[src/rtl/mem_ctrl.sv]
// rtl/mem_ctrl.sv - byte-serialising memory controller for the load/store buffer and instruction fetcher
// Optional IO write stall on io_buffer_full: define MEM_CTRL_IO_STALL_EN.
module mem_ctrl #(
    parameter logic [1:0] IO_HI_BITS = 2'b11
) (
    input  logic        clk,
    input  logic        rst,
    input  logic        rdy,
    input  logic        flush,
    input  logic        if_enable,
    input  logic [31:0] if_addr,
    output logic        if_valid,
    output logic [31:0] if_dout,
    input  logic        ls_enable,
    input  logic [2:0]  ls_siz,
    input  logic [31:0] ls_addr,
    input  logic        ls_wr_tag,
    input  logic [31:0] ls_din,
    output logic        ls_valid,
    output logic [31:0] ls_dout,
    input  logic [7:0]  ram_din,
    output logic [7:0]  ram_dout,
    output logic [31:0] ram_a,
    output logic        ram_wr,
    input  logic        io_buffer_full
);

    localparam logic [1:0] S_IDLE = 2'd0;
    localparam logic [1:0] S_RD   = 2'd1;
    localparam logic [1:0] S_WR   = 2'd2;

    logic [1:0]  state;
    logic        src_if;
    logic [2:0]  cnt;
    logic [2:0]  len;
    logic [31:0] addr_q;
    logic [31:0] din_q;
    logic [31:0] data_q;
    logic [31:0] data_next;
    logic [7:0]  wr_byte;
    logic        ram_wr_q;
    logic        accept_stall;
    logic        wr_stall;

`ifdef MEM_CTRL_IO_STALL_EN
    assign accept_stall = (ls_addr[17:16] == IO_HI_BITS) && io_buffer_full;
    assign wr_stall     = (addr_q[17:16] == IO_HI_BITS) && io_buffer_full;
`else
    logic unused_io_buffer_full;
    assign unused_io_buffer_full = io_buffer_full;
    assign accept_stall = 1'b0;
    assign wr_stall     = 1'b0;
`endif

    // Frozen cycles must never write, even though the registered strobe holds.
    assign ram_wr = ram_wr_q & rdy;

    // Byte k arrives two edges after its address was issued, so cnt lags by two.
    always_comb begin
        data_next = data_q;
        case (cnt)
            3'd2:    data_next[7:0]   = ram_din;
            3'd3:    data_next[15:8]  = ram_din;
            3'd4:    data_next[23:16] = ram_din;
            3'd5:    data_next[31:24] = ram_din;
            default: data_next = data_q;
        endcase
    end

    always_comb begin
        wr_byte = din_q[7:0];
        case (cnt)
            3'd1:    wr_byte = din_q[15:8];
            3'd2:    wr_byte = din_q[23:16];
            3'd3:    wr_byte = din_q[31:24];
            default: wr_byte = din_q[7:0];
        endcase
    end

    always_ff @(posedge clk) begin
        if (rst) begin
            state    <= S_IDLE;
            src_if   <= 1'b0;
            cnt      <= 3'd0;
            len      <= 3'd0;
            addr_q   <= 32'd0;
            din_q    <= 32'd0;
            data_q   <= 32'd0;
            if_valid <= 1'b0;
            if_dout  <= 32'd0;
            ls_valid <= 1'b0;
            ls_dout  <= 32'd0;
            ram_dout <= 8'd0;
            ram_a    <= 32'd0;
            ram_wr_q <= 1'b0;
        end else if (rdy) begin
            if_valid <= 1'b0;
            ls_valid <= 1'b0;
            case (state)
                S_IDLE: begin
                    ram_wr_q <= 1'b0;
                    ram_a    <= 32'd0;
                    // Requesters still hold enable during the valid cycle; skip it.
                    if (!if_valid && !ls_valid) begin
                        if (ls_enable) begin
                            src_if <= 1'b0;
                            addr_q <= ls_addr;
                            din_q  <= ls_din;
                            len    <= ls_siz;
                            data_q <= 32'd0;
                            if (ls_wr_tag) begin
                                state <= S_WR;
                                if (accept_stall) begin
                                    cnt <= 3'd0;
                                end else begin
                                    cnt      <= 3'd1;
                                    ram_wr_q <= 1'b1;
                                    ram_a    <= ls_addr;
                                    ram_dout <= ls_din[7:0];
                                end
                            end else begin
                                state <= S_RD;
                                cnt   <= 3'd1;
                                ram_a <= ls_addr;
                            end
                        end else if (if_enable && !flush) begin
                            src_if <= 1'b1;
                            addr_q <= if_addr;
                            len    <= 3'd4;
                            data_q <= 32'd0;
                            state  <= S_RD;
                            cnt    <= 3'd1;
                            ram_a  <= if_addr;
                        end
                    end
                end
                S_RD: begin
                    if (src_if && flush) begin
                        state <= S_IDLE;
                        cnt   <= 3'd0;
                        ram_a <= 32'd0;
                    end else begin
                        data_q <= data_next;
                        if (cnt == len + 3'd1) begin
                            state <= S_IDLE;
                            cnt   <= 3'd0;
                            if (src_if) begin
                                if_valid <= 1'b1;
                                if_dout  <= data_next;
                            end else begin
                                ls_valid <= 1'b1;
                                ls_dout  <= data_next;
                            end
                        end else begin
                            cnt   <= cnt + 3'd1;
                            ram_a <= (cnt < len) ? addr_q + {29'd0, cnt} : 32'd0;
                        end
                    end
                end
                S_WR: begin
                    if (cnt == len) begin
                        state    <= S_IDLE;
                        cnt      <= 3'd0;
                        ram_wr_q <= 1'b0;
                        ram_a    <= 32'd0;
                        ls_valid <= 1'b1;
                    end else if (wr_stall) begin
                        ram_wr_q <= 1'b0;
                    end else begin
                        ram_wr_q <= 1'b1;
                        ram_a    <= addr_q + {29'd0, cnt};
                        ram_dout <= wr_byte;
                        cnt      <= cnt + 3'd1;
                    end
                end
                default: begin
                    state    <= S_IDLE;
                    cnt      <= 3'd0;
                    ram_wr_q <= 1'b0;
                end
            endcase
        end
    end

endmodule

[config.mk]
export PLATFORM = sky130hd
export DESIGN_NAME = mem_ctrl
export DESIGN_NICKNAME = d
export VERILOG_FILES = /design/src/rtl/mem_ctrl.sv
export SDC_FILE = /design/constraint.sdc
export NUM_CORES = 1
export LEC_CHECK = 0
export BUFFER_PORTS_ARGS = -buffer_cell sky130_fd_sc_hd__buf_2
export CAP_MARGIN = 25
export CORE_MARGIN = 1.5
export CORE_UTILIZATION = 50
export CTS_CLUSTER_SIZE = 10
export DETAILED_ROUTE_END_ITERATION = 8
export PLACE_DENSITY = 0.75
export SKIP_CTS_REPAIR_TIMING = 1
export SYNTH_ARGS = -nofsm -noshare
export SYNTH_HDL_FRONTEND = slang
export SYNTH_SLANG_ARGS = --single-unit
[constraint.sdc]
create_clock -name clk -period 6.22 [get_ports clk]
set_input_delay 0.311 -clock clk [delete_from_list [all_inputs] [get_ports clk]]
set_output_delay 0.311 -clock clk [all_outputs]
set_load 0.005 [all_outputs]
==> impl_metrics.py, run 1 <==
metrics = {
    "synth": {
        "yosys-top-cells-area": "dfxtp_1 43%, nor2_1 7.4%, mux2i_1 7.3%",
        "netlist_instances": 1115,
        "synth-main-ff-cell": "dfxtp_1",
        "synth_seq_cells": 212,
        "syn-mean-instance-area_um2": 8.826,
        "synth.net_count": 1247,
        "synthArstFlopShare_pct": 0,
        "synth.cell_area_um2": 9841,
        "seq_area_frac_synth_pct": 43.13,
        "synth-edff-count": 0,
        "synth.distinct_cells": 54,
        "ys_top_cells_by_count": "212 x dfxtp_1, 195 x nor2_1, 96 x nand2_1",
        "yosysTopAreaCell": "dfxtp_1",
        "synth_warnings": 0,
        "yosysMostFrequentCell": "dfxtp_1",
        "synth_top_cell_area_share_pct": 43.13,
    },
    "timing": {
        "post-route-period-util_pct": 48.65,
        "rsz0062_at_grt": "false",
        "worst_pin_slew_ns": 0.9326,
        "fmax_ghz": 0.3304,
        "relSlewSlack_pct": 37.83,
        "fin_setup_tns_ns": 0,
        "hold_viol": 0,
        "finalClockSkew_ns": 0.005155,
        "post-route-min-period_ns": 3.026,
        "setup_violations": 0,
        "drv_slew": 0,
    },
    "floorplanning": {
        "coreArea_um2": 19400,
        "pin_count": 222,
        "fp.dieW_um": 143.3,
        "die-area_um2": 20530,
        "initial_core_util_pct": 50.73,
        "die_h_um": 143.3,
        "rows": 51,
    },
    "critical_path": {
        "path_class": "reg2reg",
        "slowest_stage": "buf_4",
        "path_max_fanout": 45,
        "r2r_start": "state[1]",
        "start_kind": "flip-flop",
        "slowest_delay_ns": 0.50,
        "cp.required_ns": 6.62,
        "crit_start": "state[1]",
        "cp_cell_sequence": "inv_1 -> ha_1 -> buf_4 -> inv_1 -> a21oi_2 -> nand2_1 -> nor2_4 -> buf_4 -> nor2_1 -> a211oi_1",
        "arrival_ns": 3.43,
        "crit_path_end_kind": "flip-flop",
    },
    "cts": {
        "numClockSinks": 212,
        "cts_tree": "done",
        "htreeDepth": 1,
        "clockBufferDepth": 3,
        "clk_latency_ns": 0.50,
        "root_buffer": "clkbuf_16",
        "numCtsBuffers": 25,
        "clkTransAtPathRegs_ns": 0.05,
    },
    "outcome": {
        "status": "finished clean",
    },
    "placement": {
        "gp_congestion": 0.8835,
        "place.port_buffers": 220,
        "hpwlAfterDp_um": 17640,
        "place_area_um2": 11020,
    },
    "route": {
        "ant_nets": 0,
        "avgRoutedWirePerCell_um": 16.49,
        "drt_iter0_drc": 450,
        "dr.pass1.iters": 5,
        "drc": 0,
        "dr_total_vias": 8846,
        "viasPerCell": 5.700,
        "routed_wl_um": 25590,
    },
    "run": {
        "max-cap-violations": 0,
    },
    "power_and_ir_drop": {
        "leakage_nw": 4.616,
        "power.density_nw_per_um2": 263.8,
        "ir_drop_uv": 159.7,
    },
    "min_path": {
        "min_path_type": "in2reg",
        "hold_start": "ls_din[28]",
    },
    "global_routing": {
        "grt_antenna_before_repair": 2,
        "grt_max_degree": 90,
        "grt_pass1_wl_um": 40280,
        "grt_pass1_vias": 8029,
        "grt_remaining_overflow": 0,
        "grt_usage_pct": 24.16,
    },
    "final_layout": {
        "final_area_um2": 11680,
        "drive_gt1_share_pct": 23.42,
        "nNetsFinal": 1414,
        "syn2layout_area_growth_pct": 18.72,
    },
}
[sequential cells by signal, indices dropped and copies added (netlist names)]
name and cells:
addr_q 32, cnt 3, data_q 32, din_q 32
if_dout 32, if_valid 1, len 3, ls_dout 32
ls_valid 1, ram_a 32, ram_dout 8, ram_wr_q 1
src_if 1, state 2
[routing by layer]
layer | vias up | GRT usage, % | share of wire [%] | wire length [µm]
li1 | 4366 | - | - | -
met1 | 4183 | 32.08 | 44 | 11360
met2 | 253 | 39.89 | 47 | 12040
met3 | 42 | 4.998 | 6.5 | 1654
met4 | 2 | 6.660 | 2.1 | 527
met5 | - | 0 | 0.051 | 13
[layout make-up]
class / count / area [µm²]
Antenna cell: 2 / 5.005
Clock buffer: 29 / 650.6
Clock inverter: 1 / 5.005
Fill cell: 1760 / 7716
Inverter: 17 / 63.81
Multi-Input combinational cell: 792 / 5142
Sequential cell: 212 / 4244
Tap cell: 265 / 331.6
Timing Repair Buffer: 234 / 1240
[metrics by stage]
stage | instances | util [%] | total power [W] | hold slack, ns | worst slack, ns
after floorplan | 1115 | - | 0.001741 | 0.4357 | 3.859
after global placement | 1518 | 56.60 | 0.001867 | 0.4439 | 2.826
after detailed placement | 1520 | 56.82 | 0.001878 | 0.4472 | 3.229
after CTS | 1550 | 60.20 | 0.003107 | 0.03829 | 3.207
after global routing | 1550 | 60.20 | 0.003222 | 0.05646 | 2.928
final | 1552 | 60.22 | 0.003082 | 0.04608 | 3.194
[cell usage in the layout, fill, tap and decap left out, drive strengths merged, types with 4 or more instances in the layout]
| cell type | count |
|---|---|
| or3 | 5 |
| inv | 17 |
| a21oi | 52 |
| a32oi | 25 |
| ha | 16 |
| dfxtp | 212 |
| and3 | 4 |
| buf | 234 |
| clkbuf | 29 |
| nand4 | 12 |
| and4 | 5 |
| nor4 | 4 |
| nand3 | 13 |
| o21ai | 27 |
| o22ai | 12 |
| a21o | 4 |
| a222oi | 8 |
| a211oi | 101 |
| nor3 | 17 |
| nor2 | 195 |
| xnor2 | 19 |
| o221ai | 11 |
| xor2 | 11 |
| mux2i | 72 |
| a22oi | 46 |
| nand2 | 96 |
| nor2b | 7 |
| a31oi | 9 |
[where the power goes]
group,leakage (nW),internal (W),switching [W]
registers,1.73,0.00142,0.0000469
clock network,0.323,0.000723,0.000506
logic,2.57,0.000154,0.000233
total,4.62,0.00230,0.000786
[kinds of logic after synthesis]
kind of cell             synth area share (%)
buffers and inverters                   4.806
adder cells (fa/ha/maj)                 2.238
AO/OA/AOI/OAI                           23.81
XOR/XNOR                                2.912
AND/OR/NAND/NOR                         15.66
multiplexers                            7.438
flip-flops                              43.13
[critical path, delay by kind of cell, from the launching register on]
| family | cells | cell delay, ns |
|---|---|---|
| AOI/OAI and AO/OA | 2 | 0.65 |
| adders and majority gates | 1 | 0.15 |
| buffers and inverters | 4 | 1.12 |
| DFF | 1 | 0.32 |
| and+or+nand+nor | 3 | 0.67 |
[path summary, 6_finish.rpt]
path / end / slack [ns] / cells past startpoint
worst max-delay path: if_dout[30] / 3.19 / 10
worst min-delay path: din_q[28] / 0.05 / 3
worst max register to register: if_dout[30] / 3.19 / 10
worst min register to register: din_q[7] / 0.46 / 2
Power figures use the tool's default switching activity.
==> run 2: changes to the inputs <==
ABC_AREA = 1   (was not set)
PLACE_DENSITY = 0.74   (was 0.75)
clock period = 2.8 ns   (was 6.22 ns; I/O delays follow)
==> impl_metrics.py, run 2 <==
metrics = {
    "synth": {
        "synth.distinct_cells": 32,
        "synth_warnings": 0,
        "yosysMostFrequentCell": "nand2_1",
        "ys_top_cells_by_count": "422 x nand2_1, 212 x dfxtp_1, 203 x a21oi_1",
        "syn-mean-instance-area_um2": 6.552,
        "synth_top_cell_area_share_pct": 39.64,
        "seq_area_frac_synth_pct": 39.64,
        "synth.net_count": 1766,
        "yosysTopAreaCell": "dfxtp_1",
        "yosys-top-cells-area": "dfxtp_1 40%, nand2_1 15%, a21oi_1 9.5%",
        "synth-edff-count": 0,
        "netlist_instances": 1634,
        "synth-main-ff-cell": "dfxtp_1",
        "synthArstFlopShare_pct": 0,
        "synth.cell_area_um2": 10710,
        "synth_seq_cells": 212,
    },
    "timing": {
        "post-route-min-period_ns": 2.404,
        "drv_slew": 0,
        "post-route-period-util_pct": 85.84,
        "setup_violations": 0,
        "rsz0062_at_grt": "false",
        "finalClockSkew_ns": 0.01038,
        "worst_pin_slew_ns": 0.8420,
        "fin_setup_tns_ns": 0,
        "relSlewSlack_pct": 43.87,
        "hold_viol": 3,
        "holdWs_ns": -0.009375,
        "worst_slack_ns": 0.3964,
        "fmax_ghz": 0.4160,
    },
    "final_layout": {
        "instances_no_fill": 2148,
        "drive_gt1_share_pct": 16.12,
        "regArea_um2": 4244,
        "final_common_cell": "nand2_1",
        "syn2layout_area_growth_pct": 23.36,
        "multiInputGateArea_um2": 5369,
        "antenna_cells": 0,
        "nFillCells": 1891,
        "final_cell_mix": "422 x nand2_1, 220 x buf_2, 212 x dfxtp_1",
        "nNetsFinal": 2001,
    },
    "power_and_ir_drop": {
        "ir_drop_uv": 419.3,
        "fin_total_pwr_w": 0.008006,
        "leakage_nw": 6.094,
        "power.density_nw_per_um2": 606.3,
    },
    "critical_path": {
        "start_kind": "flip-flop",
        "crit_path_end_kind": "flip-flop",
        "arrival_ns": 2.81,
        "path_class": "reg2reg",
        "path_max_fanout": 7,
        "cp.required_ns": 3.21,
    },
    "cts": {
        "clkTransAtPathRegs_ns": 0.05,
        "htreeDepth": 1,
        "numCtsBuffers": 25,
        "root_buffer": "clkbuf_16",
        "clk_latency_ns": 0.53,
        "clockBufferDepth": 3,
        "numClockSinks": 212,
        "cts_tree": "done",
    },
    "floorplanning": {
        "die-area_um2": 22300,
        "coreArea_um2": 21020,
        "pin_count": 222,
        "initial_core_util_pct": 50.93,
        "die_h_um": 149.3,
        "rows": 53,
        "fp.dieW_um": 149.3,
    },
    "placement": {
        "hpwlAfterDp_um": 21710,
        "gp_congestion": 0.9440,
        "dp_slack_ns": 0.4651,
        "place.port_buffers": 220,
        "dpl.cell_count": 2061,
    },
    "route": {
        "avgRoutedWirePerCell_um": 14.85,
        "routed_wl_um": 31900,
        "drt_iter0_drc": 780,
        "dr_total_vias": 11400,
        "viasPerCell": 5.305,
        "drc": 0,
        "dr.pass1.iters": 5,
        "ant_nets": 0,
    },
    "global_routing": {
        "grt_max_degree": 81,
        "grt_pass1_wl_um": 49390,
        "grt_antenna_before_repair": 0,
        "grt_remaining_overflow": 0,
        "grt_usage_pct": 27.21,
        "grt_pass1_vias": 10110,
    },
    "outcome": {
        "status": "finished, violations left",
        "violations": "hold timing",
    },
    "run": {
        "max-cap-violations": 0,
    },
    "min_path": {
        "min_path_type": "in2reg",
    },
}
-- run 2: logic make-up after synthesis --
kind of cell	count (synthesis)	share of synthesized area, %
simple gates	717	27.40
compound gates	408	20.29
flops	212	39.64
fa+ha+maj	17	2.057
xor+xnor	4	0.3272
buf+inv	276	10.29
-- run 2: metrics by stage --
stage          hold WS (ns)  area [µm²]  util, %
2_1_floorplan        0.2807       10710        -
3_3_place_gp         0.3991       11970    56.94
3_5_place_dp         0.4047       11970    56.94
4_1_cts             -0.1518       12650    60.16
5_1_grt            0.003452       13210    62.82
6_report          -0.009375       13210    62.82
-- run 2: path summary, 6_finish.rpt --
path,startpoint,endpoint,slack (ns),depth (start not counted)
worst min register to register,din_q[0],din_q[0],0.45,2
worst min-delay path,if_addr[26],addr_q[26],-0.009,3
worst max register to register,cnt[0],ram_a[26],0.40,11
worst max-delay path,cnt[0],ram_a[26],0.40,11
-- run 2: layer usage --
metal,part of all wire (%),up-vias,global-route usage [%]
li1,-,5747,-
met1,42,5197,33.93
met2,49,378,47.96
met3,5.9,74,3.670
met4,2.9,0,9.455
met5,0,-,0
-- run 2: worst max-delay path, stage by stage (launching register included) --
cell and delay, ns:
dfxtp_1 0.44, ha_1 0.22, inv_1 0.06, fa_1 0.37, inv_1 0.08, nand3_1 0.06
nand2_1 0.15, nand2_1 0.13, nor2_1 0.41, nand3_1 0.14, nand3_1 0.15, a21oi_1 0.07
-- run 2: final cells by class --
type / instances / share of cell area, %
clock inverters: 2 / 0.1895
inverters: 183 / 5.201
multi-input cells: 1146 / 40.65
well taps: 275 / 2.605
flip-flops and latches: 212 / 32.14
repair buffers: 301 / 14.29
clock buffers: 29 / 4.927
-- run 2: where the power goes --
group	switching, W	total (W)	internal, W
Clock	0.00121	0.00284	0.00162
Combinational	0.00112	0.00172	0.000599
Sequential	0.000157	0.00345	0.00329
